`src/rtl/inst_fetch_unit.sv`:
```
// Instruction fetch: owns the PC, tags each synchronous-read memory word with its
// address, and presents it to decode over valid/ready with a one-entry skid buffer.
module inst_fetch_unit #(
    parameter logic [31:0] RESET_PC   = 32'h0000_0000,
    parameter int          IMEM_WORDS = 1024
) (
    input  logic        Clk,
    input  logic        Rst,
    output logic [31:0] Pc,
    input  logic [31:0] InstReg,
    input  logic        Ready,
    input  logic        BranchTaken,
    input  logic [31:0] BranchTarget,
    output logic        Valid,
    output logic [31:0] InstOut,
    output logic [31:0] PcOut,
    output logic [31:0] PcPlus4,
    output logic        BadPc,
    output logic        AlignErr
);

    localparam logic [31:0] IMEM_LIMIT = 32'(IMEM_WORDS);

    logic [31:0] pc_q, pc_d;
    logic [31:0] resp_pc_q, resp_pc_d;
    logic        resp_valid_q, resp_valid_d;
    logic [31:0] hold_inst_q, hold_inst_d;
    logic [31:0] hold_pc_q, hold_pc_d;
    logic        hold_valid_q, hold_valid_d;
    logic        align_err_q, align_err_d;

    always_comb begin
        pc_d         = pc_q;
        resp_pc_d    = resp_pc_q;
        resp_valid_d = resp_valid_q;
        hold_inst_d  = hold_inst_q;
        hold_pc_d    = hold_pc_q;
        hold_valid_d = hold_valid_q;
        align_err_d  = 1'b0;

        if (BranchTaken) begin
            // The read issued at this edge belongs to the old path and is dropped.
            pc_d         = {BranchTarget[31:2], 2'b00};
            resp_valid_d = 1'b0;
            hold_valid_d = 1'b0;
            align_err_d  = |BranchTarget[1:0];
        end else if (hold_valid_q && !Ready) begin
            pc_d = pc_q;
        end else if (hold_valid_q) begin
            hold_valid_d = 1'b0;
            resp_pc_d    = pc_q;
            resp_valid_d = 1'b1;
            pc_d         = pc_q + 32'd4;
        end else if (resp_valid_q && !Ready) begin
            // Pc stays put so the word being read now is fetched again on release.
            hold_inst_d  = InstReg;
            hold_pc_d    = resp_pc_q;
            hold_valid_d = 1'b1;
            resp_valid_d = 1'b0;
        end else begin
            resp_pc_d    = pc_q;
            resp_valid_d = 1'b1;
            pc_d         = pc_q + 32'd4;
        end
    end

    always_ff @(posedge Clk) begin
        if (Rst) begin
            pc_q         <= RESET_PC;
            resp_pc_q    <= 32'd0;
            resp_valid_q <= 1'b0;
            hold_inst_q  <= 32'd0;
            hold_pc_q    <= 32'd0;
            hold_valid_q <= 1'b0;
            align_err_q  <= 1'b0;
        end else begin
            pc_q         <= pc_d;
            resp_pc_q    <= resp_pc_d;
            resp_valid_q <= resp_valid_d;
            hold_inst_q  <= hold_inst_d;
            hold_pc_q    <= hold_pc_d;
            hold_valid_q <= hold_valid_d;
            align_err_q  <= align_err_d;
        end
    end

    assign Pc       = pc_q;
    assign Valid    = hold_valid_q | resp_valid_q;
    assign InstOut  = hold_valid_q ? hold_inst_q : InstReg;
    assign PcOut    = hold_valid_q ? hold_pc_q : resp_pc_q;
    assign PcPlus4  = PcOut + 32'd4;
    assign BadPc    = Valid && ({2'b00, PcOut[31:2]} >= IMEM_LIMIT);
    assign AlignErr = align_err_q;

endmodule
```
`config.mk`:
```
export PLATFORM = sky130hd
export DESIGN_NAME = inst_fetch_unit
export DESIGN_NICKNAME = d
export VERILOG_FILES = /design/src/rtl/inst_fetch_unit.sv
export SDC_FILE = /design/constraint.sdc
export NUM_CORES = 1
export LEC_CHECK = 0
export ABC_AREA = 1
export BUFFER_PORTS_ARGS = -buffer_cell sky130_fd_sc_hd__buf_2
export CAP_MARGIN = 0
export CORE_MARGIN = 4
export CORE_UTILIZATION = 53
export CTS_BUF_LIST = sky130_fd_sc_hd__clkbuf_4 sky130_fd_sc_hd__clkbuf_8 sky130_fd_sc_hd__clkbuf_16
export DETAILED_ROUTE_END_ITERATION = 6
export GPL_TIMING_DRIVEN = 0
export PLACE_DENSITY = 0.81
export SYNTH_ARGS = -nofsm -noshare
export SYNTH_HDL_FRONTEND = slang
export SYNTH_SLANG_ARGS = --single-unit
```
`constraint.sdc`:
```
create_clock -name Clk -period 4.2 [get_ports Clk]
set_input_delay 1.05 -clock Clk [delete_from_list [all_inputs] [get_ports Clk]]
set_output_delay 1.05 -clock Clk [all_outputs]
set_load 0.01 [all_outputs]
```
==> impl_metrics.env <==
export IMPL_status="completed"
export IMPL_cellLeakagePower_nw=4.300
export IMPL_syn_mean_instance_area_um2=6.446
export IMPL_io_pin_count=199
export IMPL_yosys_warnings=0
export IMPL_critPathMaxFanout=10
export IMPL_timing_critical_path_to_type="output port"
export IMPL_post_synth_edffs=0
export IMPL_diodes=0
export IMPL_globalRoute_totalOverflow=0
export IMPL_grt_pass1_vias=7249
export IMPL_reg2reg_to="Pc[18]$_SDFFE_PP0P_"
export IMPL_synth_area_leader_cell="sky130_fd_sc_hd__dfxtp_1"
export IMPL_initial_utilization=0.5435
export IMPL_finalWirelength_mm=22.57
export IMPL_rr_worst_depth=8
export IMPL_yosys_top_cells_area="sky130_fd_sc_hd__dfxtp_1 35%, sky130_fd_sc_hd__nand2_1 16%, sky130_fd_sc_hd__nor2_1 9.0%, sky130_fd_sc_hd__o21ai_0 7.0%, sky130_fd_sc_hd__inv_1 5.4%"
export IMPL_postSynthCellCount=1121
export IMPL_seq_area_frac_synth=0.3463
export IMPL_clk_latency_ns=0.42
export IMPL_detail_route_wl_per_cell_um=14.80
export IMPL_pwr_cell_area_nw_per_um2=366.8
export IMPL_fin_util=0.6795
export IMPL_post_synth_num_cell_types=44
export IMPL_synthFlopType="sky130_fd_sc_hd__dfxtp_1"
export IMPL_std_cell_rows=42
export IMPL_critPathArrivalTime_ns=2.71
export IMPL_post_cts_setup_buffer_count=0
export IMPL_path_clk_slew_ns=0.06
export IMPL_final_stage_net_count=1407
export IMPL_maximum_number_of_pins_on_one_net_before_global_route_repair=17
export IMPL_synth_most_common_cell="sky130_fd_sc_hd__nand2_1"
export IMPL_drive_above_1_share=0.2313
export IMPL_die_w_um=124.8
export IMPL_final_hold_viols=0
export IMPL_seq_power_share=0.391
export IMPL_timing_hold_worst_endpoint="hold_pc_q[27]$_SDFFE_PP0P_"
export IMPL_post_synth_most_frequent_cells="304 x sky130_fd_sc_hd__nand2_1, 174 x sky130_fd_sc_hd__nor2_1, 125 x sky130_fd_sc_hd__dfxtp_1, 103 x sky130_fd_sc_hd__inv_1, 101 x sky130_fd_sc_hd__o21ai_0"
export IMPL_yosys_area_top_type_share=0.3463
export IMPL_dieArea_um2=15570
export IMPL_die_h_um=124.8
export IMPL_cp_required_ns=3.15
export IMPL_worst_ir_drop_vdd_mv=0.2680
export IMPL_grt_first_pass_wirelength_mm=36.57
export IMPL_port_buffer_count=191
export IMPL_cts_sink_count=125
export IMPL_globalRouteTotalUtil=0.2852
export IMPL_dp_hpwl_mm=17.61
export IMPL_power_switching_share=0.2719
export IMPL_num_vias=7928
export IMPL_max_freq_ghz=0.2661
export IMPL_report_final_setup_viol=0
export IMPL_power_frac_comb=0.153
export IMPL_synth_seq_cells=125
export IMPL_whs_ns=0.4526
export IMPL_cell_internal_pwr_mw=2.412
export IMPL_clockBufferDepth=2
export IMPL_post_route_period_util=0.8948
export IMPL_clock_tree_from_tritoncts="yes"
export IMPL_holdBufCountCts=0
export IMPL_cts_inserted_buffers=17
export IMPL_clock_tree_root_cell="sky130_fd_sc_hd__clkbuf_16"
export IMPL_synth_cell_area_um2=7226
export IMPL_layout_min_cycle_time_ns=3.758
export IMPL_nature_of_the_critical_path_startpoint="register"
export IMPL_drcViolationCount=0
export IMPL_p_sw_mw=0.9011
export IMPL_antenna_violating_nets_post_route=0
export IMPL_drt_first_iter_violations=536
export IMPL_max_cap_violations=0
export IMPL_synth_async_reset_ratio=0
export IMPL_gp_congestion=0.9377
export IMPL_slew_viol_final=0
export IMPL_rsz0062_at_grt="no"
export IMPL_syn2layout_area_growth_pct=25.02
export IMPL_worstHoldPathCells=2
export IMPL_worst_clock_skew_ns=0.007195
export IMPL_timing_setup_critical_path_class="reg -> out"
export IMPL_vias_per_cell=5.199
export IMPL_timing_slew_headroom=0.5634
export IMPL_worst_slew_pin_slew_ns=0.6481
export IMPL_hp_class="reg -> reg"
export IMPL_final_total_negative_setup_slack_ns=0
export IMPL_dr_pass1_iters=6
export IMPL_post_cts_resized_instances=0
export IMPL_start_point_of_the_worst_min_delay_path="hold_pc_q[27]$_SDFFE_PP0P_"
export IMPL_design_core_area_um2=13300
export IMPL_r2r_setup_slack_ns=2.25
export IMPL_reg2reg_from="Pc[2]$_SDFFE_PP0P_"
export IMPL_clock_power_share=0.456
export IMPL_grt_antenna_before_repair=0
export IMPL_cts_htree_levels=4
worst max path at each step:
stage                     slack (ns)                      start           to
after floorplan                 1.07  hold_valid_q$_SDFFE_PP0N_  PcPlus4[18]
after global placement          0.94  hold_valid_q$_SDFFE_PP0N_  PcPlus4[18]
after detailed placement        0.90  hold_valid_q$_SDFFE_PP0N_  PcPlus4[18]
after CTS                       0.45  hold_valid_q$_SDFFE_PP0N_  PcPlus4[18]
after global routing            0.27  hold_valid_q$_SDFFE_PP0N_  PcPlus4[18]
final                           0.44  hold_valid_q$_SDFFE_PP0N_  PcPlus4[18]
sequential cells by signal, summed over array words and instances (netlist names):
register and cells:
hold_inst_q 32, AlignErr 1, resp_pc_q 30, hold_pc_q 30
Pc 30, resp_valid_q 1, hold_valid_q 1
routing by layer:
| layer | track usage | routed length (um) |
|---|---|---|
| met1 | 0.3768 | 9786 |
| met2 | 0.4669 | 10410 |
| met3 | 0.05703 | 1956 |
| met4 | 0.09413 | 418 |
| met5 | 0 | 0 |
cell families after synthesis:
kind of cell	synth area share
flops	0.3463
simple gates	0.3524
other cells	0.0005190
compound gates	0.1621
fa+ha+maj	0.005195
buf+inv	0.1042
mux	0.001385
xor+xnor	0.02788
cells in the final DEF (no fill, tap or decap), types with 15 or more instances in the layout:
master / count
sky130_fd_sc_hd__nand2_1: 304
sky130_fd_sc_hd__nor3_1: 16
sky130_fd_sc_hd__inv_1: 103
sky130_fd_sc_hd__a21oi_1: 46
sky130_fd_sc_hd__o21ai_0: 101
sky130_fd_sc_hd__buf_2: 205
sky130_fd_sc_hd__dfxtp_1: 125
sky130_fd_sc_hd__clkbuf_16: 17
sky130_fd_sc_hd__xor2_1: 22
sky130_fd_sc_hd__nand3_1: 50
sky130_fd_sc_hd__clkbuf_1: 28
sky130_fd_sc_hd__nor2_1: 174
sky130_fd_sc_hd__nand2_2: 15
cell type report:
class	count	area (um^2)
inverter	111	419.2
sequential	125	2502
tap	176	220.2
timing repair buffer	191	955.9
clock buffer	22	475.5
buffer	59	334.1
multi-input combinational	831	3989
fill	1236	4262
clock inverter	10	137.6
power groups by stage:
stage	Sequential [mW]	Combinational [mW]	Clock, mW
final	1.30	0.507	1.51
after floorplan	1.31	0.300	0
after CTS	1.29	0.505	1.52
after global placement	1.32	0.493	0
after global routing	1.30	0.562	1.57
after detailed placement	1.32	0.502	0
stage by stage:
stage / cells / power, mW / setup slack [ns] / area [um^2]
after floorplan: 1126 / 1.613 / 1.073 / 7244
after global routing: 1525 / 3.438 / 0.2737 / 9034
after detailed placement: 1493 / 1.820 / 0.9023 / 8421
after global placement: 1493 / 1.811 / 0.9437 / 8421
final: 1525 / 3.314 / 0.4418 / 9034
after CTS: 1525 / 3.316 / 0.4517 / 9034
worst max-delay path, cell delays in order (launching register included):
cell	delay, ns
sky130_fd_sc_hd__dfxtp_1	0.31
sky130_fd_sc_hd__buf_6	0.14
sky130_fd_sc_hd__buf_12	0.15
sky130_fd_sc_hd__o21ai_1	0.49
sky130_fd_sc_hd__inv_1	0.13
sky130_fd_sc_hd__ha_1	0.30
sky130_fd_sc_hd__inv_1	0.12
sky130_fd_sc_hd__nor2_2	0.08
sky130_fd_sc_hd__inv_1	0.15
sky130_fd_sc_hd__nor2_4	0.06
sky130_fd_sc_hd__nand2_1	0.07
sky130_fd_sc_hd__xor2_1	0.13
sky130_fd_sc_hd__buf_2	0.14
Power figures use the tool's default switching activity.
